### src/rtl/load_store_unit_if.sv
// Data-bus interface for the load/store unit: request/grant/read-valid handshake.
// The master drives the request fields; the slave (memory) returns grant and read data.
interface load_store_unit_if #(
    parameter int unsigned ADDR_W = 32,
    parameter int unsigned DATA_W = 32
);
    logic              req;
    logic              we;
    logic [ADDR_W-1:0] addr;
    logic [DATA_W-1:0] wdata;
    logic [3:0]        be;
    logic              gnt;
    logic              rvalid;
    logic [DATA_W-1:0] rdata;

    modport master (
        output req, we, addr, wdata, be,
        input  gnt, rvalid, rdata
    );

    modport slave (
        input  req, we, addr, wdata, be,
        output gnt, rvalid, rdata
    );
endinterface

### src/rtl/load_store_unit.sv
// Load/store unit: runs one data-bus access per load/store, aligns store data into
// byte lanes, extracts and extends load data, and stalls the core until the access ends.
// Optional feature macro: LSU_MISALIGN_TRAP_EN (trap misaligned H/W accesses instead of
// masking the low address bits).
module load_store_unit #(
    parameter int unsigned ADDR_W = 32,
    parameter int unsigned DATA_W = 32
) (
    input  logic              clk,
    input  logic              rst,
    input  logic              mem_read_en,
    input  logic              mem_write_en,
    input  logic [2:0]        funct3,
    input  logic [ADDR_W-1:0] addr,
    input  logic [DATA_W-1:0] store_data,
    output logic              stall,
    output logic [DATA_W-1:0] data_memory_output,
    output logic              load_valid,
    output logic              misaligned,
    load_store_unit_if.master dbus
);

    typedef enum logic [1:0] {StIdle, StReq, StWaitR, StDone} state_e;

    state_e            state_q;
    logic              req_q;
    logic              we_q;
    logic [ADDR_W-1:0] addr_q;
    logic [DATA_W-1:0] wdata_q;
    logic [3:0]        be_q;
    logic [1:0]        off_q;
    logic              size_h_q;
    logic              size_w_q;
    logic              sign_q;
    logic [DATA_W-1:0] dmo_q;
    logic              load_valid_q;
    logic              misaligned_q;

    logic              access;
    logic              size_h;
    logic              size_w;
    logic [1:0]        off;
    logic              trap;
    logic [3:0]        be_d;
    logic [DATA_W-1:0] wdata_d;
    logic [DATA_W-1:0] shifted;
    logic [DATA_W-1:0] load_ext;

    assign access = mem_read_en | mem_write_en;
    // funct3[1:0] = 11 falls into the word case along with 10
    assign size_h = (funct3[1:0] == 2'b01);
    assign size_w = funct3[1];

`ifdef LSU_MISALIGN_TRAP_EN
    assign off  = addr[1:0];
    assign trap = (size_h & addr[0]) | (size_w & (addr[1:0] != 2'b00));
`else
    // Mask low address bits to the access size so the access is always aligned
    assign off  = {addr[1] & ~size_w, addr[0] & ~size_h & ~size_w};
    assign trap = 1'b0;
`endif

    // Store lane placement: replicate the datum and enable only the addressed lanes
    always_comb begin
        be_d    = 4'b0001 << off;
        wdata_d = {4{store_data[7:0]}};
        if (size_w) begin
            be_d    = 4'b1111;
            wdata_d = store_data;
        end else if (size_h) begin
            be_d    = 4'b0011 << off;
            wdata_d = {2{store_data[15:0]}};
        end
    end

    assign shifted = dbus.rdata >> {off_q, 3'b000};

    // Load extraction: pick the addressed byte/half and sign- or zero-extend it
    always_comb begin
        load_ext = {{24{sign_q & shifted[7]}}, shifted[7:0]};
        if (size_w_q) begin
            load_ext = shifted;
        end else if (size_h_q) begin
            load_ext = {{16{sign_q & shifted[15]}}, shifted[15:0]};
        end
    end

    // Access FSM with registered bus request fields and registered result outputs
    always_ff @(posedge clk) begin
        if (rst) begin
            state_q      <= StIdle;
            req_q        <= 1'b0;
            we_q         <= 1'b0;
            addr_q       <= '0;
            wdata_q      <= '0;
            be_q         <= 4'b0000;
            off_q        <= 2'b00;
            size_h_q     <= 1'b0;
            size_w_q     <= 1'b0;
            sign_q       <= 1'b0;
            dmo_q        <= '0;
            load_valid_q <= 1'b0;
            misaligned_q <= 1'b0;
        end else begin
            load_valid_q <= 1'b0;
            misaligned_q <= 1'b0;
            unique case (state_q)
                StIdle: begin
                    if (access) begin
                        // Store wins when both enables are high
                        we_q     <= mem_write_en;
                        addr_q   <= {addr[ADDR_W-1:2], 2'b00};
                        wdata_q  <= wdata_d;
                        be_q     <= be_d;
                        off_q    <= off;
                        size_h_q <= size_h;
                        size_w_q <= size_w;
                        sign_q   <= ~funct3[2];
                        if (trap) begin
                            state_q      <= StDone;
                            misaligned_q <= 1'b1;
                            if (!mem_write_en) begin
                                dmo_q        <= '0;
                                load_valid_q <= 1'b1;
                            end
                        end else begin
                            state_q <= StReq;
                            req_q   <= 1'b1;
                        end
                    end
                end
                StReq: begin
                    if (dbus.gnt) begin
                        req_q   <= 1'b0;
                        state_q <= we_q ? StDone : StWaitR;
                    end
                end
                StWaitR: begin
                    if (dbus.rvalid) begin
                        dmo_q        <= load_ext;
                        load_valid_q <= 1'b1;
                        state_q      <= StDone;
                    end
                end
                StDone: begin
                    state_q <= StIdle;
                end
            endcase
        end
    end

    // Stall covers the request-recognition cycle and every bus cycle, but not DONE
    assign stall = ((state_q == StIdle) & access) | (state_q == StReq) | (state_q == StWaitR);

    assign data_memory_output = dmo_q;
    assign load_valid         = load_valid_q;
    assign misaligned         = misaligned_q;

    assign dbus.req   = req_q;
    assign dbus.we    = we_q;
    assign dbus.addr  = addr_q;
    assign dbus.wdata = wdata_q;
    assign dbus.be    = be_q;

endmodule
### src/flat_wrapper.sv
// flat-port wrapper written by rule: the top's interface ports become plain ports
module load_store_unit_flat 
#(
    parameter int unsigned ADDR_W = 32,
    parameter int unsigned DATA_W = 32
)
  (clk, rst, mem_read_en, mem_write_en, funct3, addr, store_data, stall, data_memory_output, load_valid, misaligned, dbus_req, dbus_we, dbus_addr, dbus_wdata, dbus_be, dbus_gnt, dbus_rvalid, dbus_rdata);
  load_store_unit_if #(.ADDR_W(ADDR_W), .DATA_W(DATA_W)) dbus_i ();
  input  logic clk;
  input  logic rst;
  input  logic mem_read_en;
  input  logic mem_write_en;
  input  logic [2:0] funct3;
  input  logic [ADDR_W-1:0] addr;
  input  logic [DATA_W-1:0] store_data;
  output logic stall;
  output logic [DATA_W-1:0] data_memory_output;
  output logic load_valid;
  output logic misaligned;
  output wire logic [$bits(dbus_i.req)-1:0] dbus_req;
  output wire logic [$bits(dbus_i.we)-1:0] dbus_we;
  output wire logic [$bits(dbus_i.addr)-1:0] dbus_addr;
  output wire logic [$bits(dbus_i.wdata)-1:0] dbus_wdata;
  output wire logic [$bits(dbus_i.be)-1:0] dbus_be;
  input wire logic [$bits(dbus_i.gnt)-1:0] dbus_gnt;
  input wire logic [$bits(dbus_i.rvalid)-1:0] dbus_rvalid;
  input wire logic [$bits(dbus_i.rdata)-1:0] dbus_rdata;
  assign dbus_req = dbus_i.req;
  assign dbus_we = dbus_i.we;
  assign dbus_addr = dbus_i.addr;
  assign dbus_wdata = dbus_i.wdata;
  assign dbus_be = dbus_i.be;
  assign dbus_i.gnt = dbus_gnt;
  assign dbus_i.rvalid = dbus_rvalid;
  assign dbus_i.rdata = dbus_rdata;
  load_store_unit #(.ADDR_W(ADDR_W), .DATA_W(DATA_W)) u_core (.clk(clk), .rst(rst), .mem_read_en(mem_read_en), .mem_write_en(mem_write_en), .funct3(funct3), .addr(addr), .store_data(store_data), .stall(stall), .data_memory_output(data_memory_output), .load_valid(load_valid), .misaligned(misaligned), .dbus(dbus_i));
endmodule
### config.mk
export PLATFORM = sky130hd
export DESIGN_NAME = load_store_unit_flat
export DESIGN_NICKNAME = d
export VERILOG_FILES = /design/src/rtl/load_store_unit_if.sv /design/src/rtl/load_store_unit.sv /design/src/flat_wrapper.sv
export SDC_FILE = /design/constraint.sdc
export NUM_CORES = 1
export LEC_CHECK = 0
export CORE_MARGIN = 3
export CORE_UTILIZATION = 45
export DETAILED_ROUTE_END_ITERATION = 12
export GPL_TIMING_DRIVEN = 0
export HOLD_SLACK_MARGIN = 0.12
export PLACE_DENSITY = 0.82
export SYNTH_ARGS = -nofsm -noshare
export SYNTH_HDL_FRONTEND = slang
export SYNTH_SLANG_ARGS = --single-unit
### constraint.sdc
create_clock -name clk -period 3 [get_ports clk]
set_clock_uncertainty 0.2 [all_clocks]
set_input_delay 0.6 -clock clk [delete_from_list [all_inputs] [get_ports clk]]
set_output_delay 0.6 -clock clk [all_outputs]
set_load 0.05 [all_outputs]
* After elaboration in Yosys (flattened, before gate mapping) *
Index checks and enable logic that the tools add are counted.

word-level totals
  logic and storage cells = 57
  register bits after elaboration = 108
  input bits = 105

cells by class
  reductions and logical operators = 7
  equality and inequality tests = 7
  shift operators = 3
  bitwise gates (word level) = 13
  multiplexer cells = 15

operators with widths
  kind                                             number
  2-to-1 mux 32 bit                                4
  >> shifter 32 x 5 -> 32 bit                      1
  2-to-1 mux 4 bit                                 2
  case mux 2 bit (4 select lines)                  1
  AND 1 bit                                        6
  2-to-1 mux 2 bit                                 3
  AND reduction 3 bit                              2
  == test 2 x 1 -> 1 bit, second input constant    2
  == test 2 bit, second input constant             2
  2-to-1 mux 1 bit                                 4
  != test 2 bit, second input constant             2
  inverter 1 bit                                   4
  AND reduction 2 bit                              2
  << shifter 1 x 2 -> 4 bit, first input constant  1
  << shifter 2 x 2 -> 4 bit, first input constant  1
  OR 1 bit                                         3
  zero test 2 bit                                  1
  != test 2 x 1 -> 1 bit, second input constant    1
  case mux 1 bit (2 select lines)                  1
  nonzero test 2 bit                               1
  OR reduction 2 bit                               1

* Depth between registers and ports, before layout *
Gate-level depths: netlist of the first run.

  word-level depth = 7
  mapped depth = 7

* Worst setup path before layout of the first run *
OpenSTA, ideal clock, no wires.

  path kind = input -> output
  start = in mem_write_en
  end = out stall
  stages on the path = 4
  setup slack = 0.739 ns
  data arrival time = 1.461 ns
  path buffers = 1
  required time = 2.200 ns
  cell sequence = nor2_1 > nor2b_1 > clkbuf_1 > or3_1

on the way
  longest elaborated chain between the ends = 4

ends and longest elaborated chain
  element                RTL line                text
  start: declaration     flat_wrapper.sv:12      input logic mem_write_en;
  OR 1 bit               load_store_unit.sv:49   assign access = mem_read_en | mem_write_en;
  AND 1 bit              load_store_unit.sv:153  assign stall = ((state_q == StIdle) & access) | (state_q == StReq) | (state_q == StWaitR);
  OR 1 bit (2 in a row)  load_store_unit.sv:153
  end: declaration       flat_wrapper.sv:16      output logic stall;

No other way between the ends.

* Final worst setup path of the first run *
Same ends and word-level chain as after synthesis.

==> results.md, run 1 <==
* Outcome: completed
* Fin worst setup slack at 0.143 ns
* DRC at 0
* Final Cycle Share at 95.2%
* Yosys cell types at 40
* Setup slack at placement at -0.500 ns
* Antenna violations before repair at 0
* Total track usage at 26.1%
* HP Class: reg2reg
* Cell Area, Placed at 7080 um2
* Max cap viols at 0
* FP Rows at 37
* Fin Hold WS at 0.259 ns
* Synth async-reset ratio at 0%
* RD Place Congestion at 0.907
* Layout area overhead at 48.7%
* RSZ-0062 raised after global routing: false
* Diode count at 0
* Minimum clock period at 2.86 ns
* Port Buf Inserts at 203
* Pleak at 2.72 nW
* Combinational power share at 53.6%
* CTS root buf: clkbuf_8
* Worst R2R Setup Slack at 0.53 ns
* Critical path endpoint category: output port
* Core area at 10400 um2
* Post-synthesis register bit count at 108
* Share of cells above drive strength 1 at 5.70%
* Final ANT Viol Nets at 0
* Sequential fraction of the synthesis area at 44.4%
* Worst setup path end: stall
* Dpl hpwl at 12600 um
* Final Setup Violations at 0
* Final slew viol count at 0
* Main combinational cell family by area after synthesis: compound AO/OA/AOI/OAI gates
* Final Hold Viols at 0
* Largest buffer count on any clock path at 2
* Relative slew slack at 38.2%
* R2r endpoint: u_core.dbus.wdata[28]
* PD cells at 836 nW/um2
* Reg2reg start: u_core.state_q[0]
* VDD IR max at 0.000501 V
* Post-synthesis adder-cell area fraction at 1.03%
* Vias in the first global route at 5010
* Synth Cell Area at 4870 um2
* First-pass GRT wire length at 24400 um
* Post-synthesis compound-gate area fraction at 22.2%
* F_max at 350 MHz
* GRT Residual Overflow at 0
* Sink Count at 108
* CTS Buf Count at 9
* Post-synthesis cell count at 587
* Worst-path maximum fanout at 9
* Critical path type: in2out
* Fin nets at 912
* Die area at 12100 um2
* Drt via density at 5.33
* Net Sw Power at 2.88 mW
* DR WL/cell at 17.1 um
* Number of enable flip-flop cells after synthesis at 0
* Slew @ Worst Pin at 0.920 ns
* CTS tree: built
* Synth Area in XOR/XNOR at 0%
* Initial DRC Count at 248
* Worst setup startpoint: mem_write_en
* Worst reg-to-reg path cell count at 7
* Final WL at 16100 um
* Worst-path clk slew at 0.10 ns
* Syn avg cell area at 8.29 um2
* Power Internal at 3.18 mW
* Sw frac at 47.6%
* Sequential power share at 32.9%
* DR vias at 5026
* Worst Path Arrival at 2.06 ns
* Leading cell types in the layout, fill and taps excluded: clkdlybuf4s50_1, nand2_1, dfxtp_1
* Die height at 110 um
* Clock Latency Late Sink at 0.37 ns
* Chip width at 110 um
* Initial Util at 46.7%
* Ys flop type: dfxtp_1
* Largest net degree at the start of global routing at 18
* Post-synthesis mux area share at 7.71%
* Commonest non-fill, non-tap cell in the layout: clkdlybuf4s50_1
* Crit start category: input pin
* Pre-Repair DR Iteration Count at 5
* Critical path data required time at 2.20 ns
* Design area at 7240 um2
* Ports at 210
* Clk network pwr share at 13.5%
* Simple-Gate Fraction of Synth Area at 16.9%
* H-tree levels at 3
* Syn. warnings at 0
==> worst max-delay path, stage by stage <==
cell             delay [ns]
clkdlybuf4s50_1        0.48
nor2_1                 0.17
nor2b_1                0.06
clkbuf_2               0.19
or3_1                  0.33
buf_2                  0.22
==> how the worst min path moves through the flow <==
stage	startpoint	slack [ns]	cells past startpoint	endpoint
final	u_core.dbus.wdata[13]	0.26	2	u_core.dbus.wdata[13]
after global routing	u_core.dbus.addr[27]	0.28	2	u_core.dbus.addr[27]
after CTS	u_core.dbus.addr[9]	0.26	2	u_core.dbus.addr[9]
after detailed placement	u_core.dbus.wdata[25]	0.25	2	u_core.dbus.wdata[25]
after global placement	u_core.dbus.wdata[30]	0.24	2	u_core.dbus.wdata[30]
after floorplan	u_core.size_w_q	0.26	2	u_core.size_w_q
==> cells in the mapped netlist, types with 3 or more instances <==
library cell,n,area share (%)
clkbuf_8,4,1.1
a211oi_1,37,5.7
a211o_1,16,2.9
nor2_1,45,3.5
nand2_1,118,9.1
ha_1,4,1.0
dfxtp_1,108,44
nor2b_1,10,1.3
mux2_2,8,1.9
buf_2,3,0.31
a21oi_1,93,9.6
o211ai_1,7,1.1
nor3_1,12,1.2
buf_4,4,0.62
o21ai_0,3,0.31
inv_1,23,1.8
clkbuf_1,32,2.5
o2bb2ai_1,7,1.3
buf_6,3,0.69
mux2i_1,24,4.9
==> per-stage QoR <==
stage | std cells | util (%) | total power, mW | TNS (ns)
finish | 943 | 69.5 | 6.06 | 0
global route | 943 | 69.5 | 6.35 | 0
CTS | 943 | 69.6 | 6.07 | 0
detailed placement | 928 | 68.0 | 5.26 | -0.793
global placement | 928 | 68.0 | 5.20 | -0.480
floorplan | 589 | - | 4.12 | 0
==> state kept, by name (all words and copies together) (netlist names) <==
register                   count
u_core.dbus.addr              30
u_core.size_h_q                1
u_core.off_q                   2
u_core.dbus.req                1
u_core.state_q                 2
u_core.dbus.be                 4
u_core.data_memory_output     32
u_core.dbus.we                 1
u_core.dbus.wdata             32
u_core.size_w_q                1
u_core.load_valid              1
u_core.sign_q                  1
==> what timing repair did <==
action | 4_1_cts | 5_1_grt
hold buffers | 0 | 0
cloned | 0 | 0
setup endpoints to repair | 1 | 1
resized for setup | 4 | 2
setup buffers | 0 | 0
==> cell type report <==
class | instances | area (um2)
plain buffers | 51 | 290
inverters | 23 | 86.3
clock inverters | 5 | 37.5
repair buffers | 203 | 2030
well taps | 136 | 170
flip-flops and latches | 108 | 2160
fillers | 836 | 3180
clock buffers | 10 | 128
multi-input cells | 407 | 2340
==> cells by family after synthesis <==
| kind of cell | after synthesis |
|---|---|
| and+or+nand+nor | 197 |
| DFF | 108 |
| muxes | 34 |
| adders and majority gates | 4 |
| AOI/OAI and AO/OA | 169 |
| other | 1 |
| buffers and inverters | 74 |
==> power by group through the flow <==
stage	combinational, mW	clock (mW)	sequential (mW)
after floorplan	0.987	0	3.14
after global placement	3.20	0	2.00
after detailed placement	3.25	0	2.02
after CTS	3.26	0.819	1.99
after global routing	3.44	0.877	2.03
final	3.25	0.819	1.99
==> per-layer routing <==
metal,vias up,global-route usage (%),share of wire (%)
met5,-,0,0
met4,0,10.5,2.6
met3,34,7.28,8.6
met2,204,45.4,49
met1,2336,30.1,39
li1,2452,-,-
Note: power is estimated with default switching activity, not from simulation.
==> run 2: changes to the inputs <==
--- a/config.mk
+++ b/config.mk
@@ -5,12 +5,13 @@
 export SDC_FILE = /design/constraint.sdc
 export NUM_CORES = 1
 export LEC_CHECK = 0
+export CORE_ASPECT_RATIO = 1.25
 export CORE_MARGIN = 3
-export CORE_UTILIZATION = 45
+export CORE_UTILIZATION = 46
 export DETAILED_ROUTE_END_ITERATION = 12
 export GPL_TIMING_DRIVEN = 0
-export HOLD_SLACK_MARGIN = 0.12
-export PLACE_DENSITY = 0.82
+export HOLD_SLACK_MARGIN = 0.03
+export PLACE_DENSITY = 0.83
 export SYNTH_ARGS = -nofsm -noshare
 export SYNTH_HDL_FRONTEND = slang
 export SYNTH_SLANG_ARGS = --single-unit
==> run 2 against run 1 <==
Compared with the run above:
- power grew 8.1%
- non-clock buffer count is the same
- clock-buffer cell count is the same
- register-to-register slack lost 0.05 ns
- global-route usage grew 0.59 points
- sequential power is essentially flat
- combinational power is essentially flat
- wire length grew 1.5%
- die area shrank 2.0%
- largest power group unchanged
==> results.md, run 2 (synthesized netlist as in run 1, its figures left out) <==
* Relative slew slack at 39.7% (+1.5 points)
* Initial Util at 47.7% (+0.95 points)
* Final Hold Viols at 0 (unchanged)
* Minimum clock period at 2.88 ns (+0.0189 ns)
* Clk network pwr share at 19.9% (+6.4 points)
* Worst-path maximum fanout at 9 (unchanged)
* CTS tree: built
* Largest buffer count on any clock path at 2 (unchanged)
* Die area at 11900 um2 (-2.0%)
* RSZ-0062 raised after global routing: false
* Final ANT Viol Nets at 0 (unchanged)
* Port Buf Inserts at 203 (unchanged)
* CTS Buf Count at 9 (unchanged)
* Critical path data required time at 2.20 ns (about the same)
* Layout Utilization at 72.4% (+2.9 points)
* Dpl hpwl at 12700 um (+0.86%)
* Pre-Repair DR Iteration Count at 5 (unchanged)
* Vias in the first global route at 5214 (+4.1%)
* Final slew viol count at 0 (unchanged)
* Crit start category: input pin
* Fin worst setup slack at 0.124 ns (-0.0189 ns)
* Worst-path clk slew at 0.07 ns (-0.03 ns)
* Share of cells above drive strength 1 at 5.82% (+0.12 points)
* Worst Path Arrival at 2.08 ns (+0.02 ns)
* FP Rows at 41 (+11%)
* Layout area overhead at 51.8%
* Chip width at 98.0 um (-11%)
* RD Place Congestion at 0.956 (+5.3%)
* GRT Residual Overflow at 0 (unchanged)
* Diode count at 0 (unchanged)
* Power Internal at 3.62 mW (+14%)
* Sw frac at 44.7% (-2.8 points)
* Pleak at 2.79 nW (+2.8%)
* Critical path endpoint category: output port
* DRC at 0 (unchanged)
* Die height at 121 um (+10%)
* HP Class: reg2reg
* Combinational power share at 49.7% (-3.9 points)
* DR WL/cell at 17.4 um (+2.1%)
* Leading cell types in the layout, fill and taps excluded: clkdlybuf4s50_1, nand2_1, dfxtp_1
* CTS root buf: clkbuf_16
* H-tree levels at 3 (unchanged)
* VDD IR max at 0.000502 V (+0.12%)
* PD cells at 886 nW/um2 (+5.9%)
* Initial DRC Count at 171 (-31%)
* First-pass GRT wire length at 25400 um (+4.4%)
* F_max at 348 MHz (-0.66%)
* Largest net degree at the start of global routing at 19 (+1)
* Critical path type: in2out
* Net Sw Power at 2.93 mW (+1.7%)
* Core area at 10200 um2 (-2.0%)
* Fin nets at 912 (unchanged)
* Final Setup Violations at 0 (unchanged)
* Final WL at 16300 um (+1.5%)
* Slew @ Worst Pin at 0.898 ns (-0.0218 ns)
* Sequential power share at 30.4% (-2.5 points)
* DR vias at 5030 (+0.080%)
* Commonest non-fill, non-tap cell in the layout: clkdlybuf4s50_1
* Total track usage at 26.7% (+0.59 points)
* Clock Latency Late Sink at 0.35 ns (-0.02 ns)
* Sink Count at 108 (unchanged)
* Final Cycle Share at 95.9% (+0.63 points)
* Outcome: completed
* Drt via density at 5.37 (+0.72%)
* Max cap viols at 0 (unchanged)
* Ports at 210 (unchanged)
* Antenna violations before repair at 0 (unchanged)
* Setup slack at placement at -0.512 ns (-0.0116 ns)
-- run 2: worst max-delay path: stages --
cell and delay [ns]:
clkdlybuf4s50_1 0.48, nor2_1 0.17, nor2b_1 0.06, clkbuf_2 0.19, or3_1 0.35, buf_2 0.22
-- run 2: area by class of cell --
| cell class | count | area, um2 |
|---|---|---|
| Sequential cell | 108 | 2160 |
| Buffer | 51 | 290 |
| Tap cell | 129 | 161 |
| Fill cell | 789 | 2820 |
| Clock inverter | 6 | 96.3 |
| Timing Repair Buffer | 203 | 2030 |
| Multi-Input combinational cell | 407 | 2340 |
| Inverter | 23 | 86.3 |
| Clock buffer | 10 | 229 |
-- run 2: power by group through the flow --
stage | registers (mW) | logic (mW) | clock network, mW
final | 1.99 | 3.25 | 1.30
after global routing | 2.03 | 3.44 | 1.37
after CTS | 1.99 | 3.26 | 1.32
after detailed placement | 2.02 | 3.25 | 0
after global placement | 2.00 | 3.20 | 0
after floorplan | 3.14 | 0.987 | 0
-- run 2: repair_timing --
action	4_1_cts	5_1_grt
hold buffers	0	0
resized for setup	6	0
buffers inserted	0	0
setup endpoints to repair	1	0
-- run 2: through the flow --
step	instances	total power [mW]	setup TNS (ns)	cell area, um2	hold WS, ns
finish	937	6.55	0	7390	0.256
global route	937	6.84	0	7390	0.273
CTS	937	6.57	0	7390	0.255
detailed placement	921	5.27	-0.739	7070	0.244
global placement	921	5.19	-0.485	7070	0.242
floorplan	589	4.12	0	4880	0.258
-- run 2: final timing paths --
check / start / end / slack, ns / depth (start not counted)
worst max-delay path: mem_write_en / stall / 0.12 / 6
worst min-delay path: u_core.dbus.wdata[31] / u_core.dbus.wdata[31] / 0.26 / 2
worst max register to register: u_core.state_q[0] / u_core.dbus.wdata[24] / 0.48 / 7
worst min register to register: u_core.dbus.wdata[31] / u_core.dbus.wdata[31] / 0.26 / 2
-- run 2: metal layers --
metal  up-vias  share of wire [%]  track usage, %
met5         -                  0               0
met4         0                3.0            10.0
met3        37                9.2            9.26
met2       231                 50            48.0
met1      2322                 37            28.5
li1       2440                  -               -
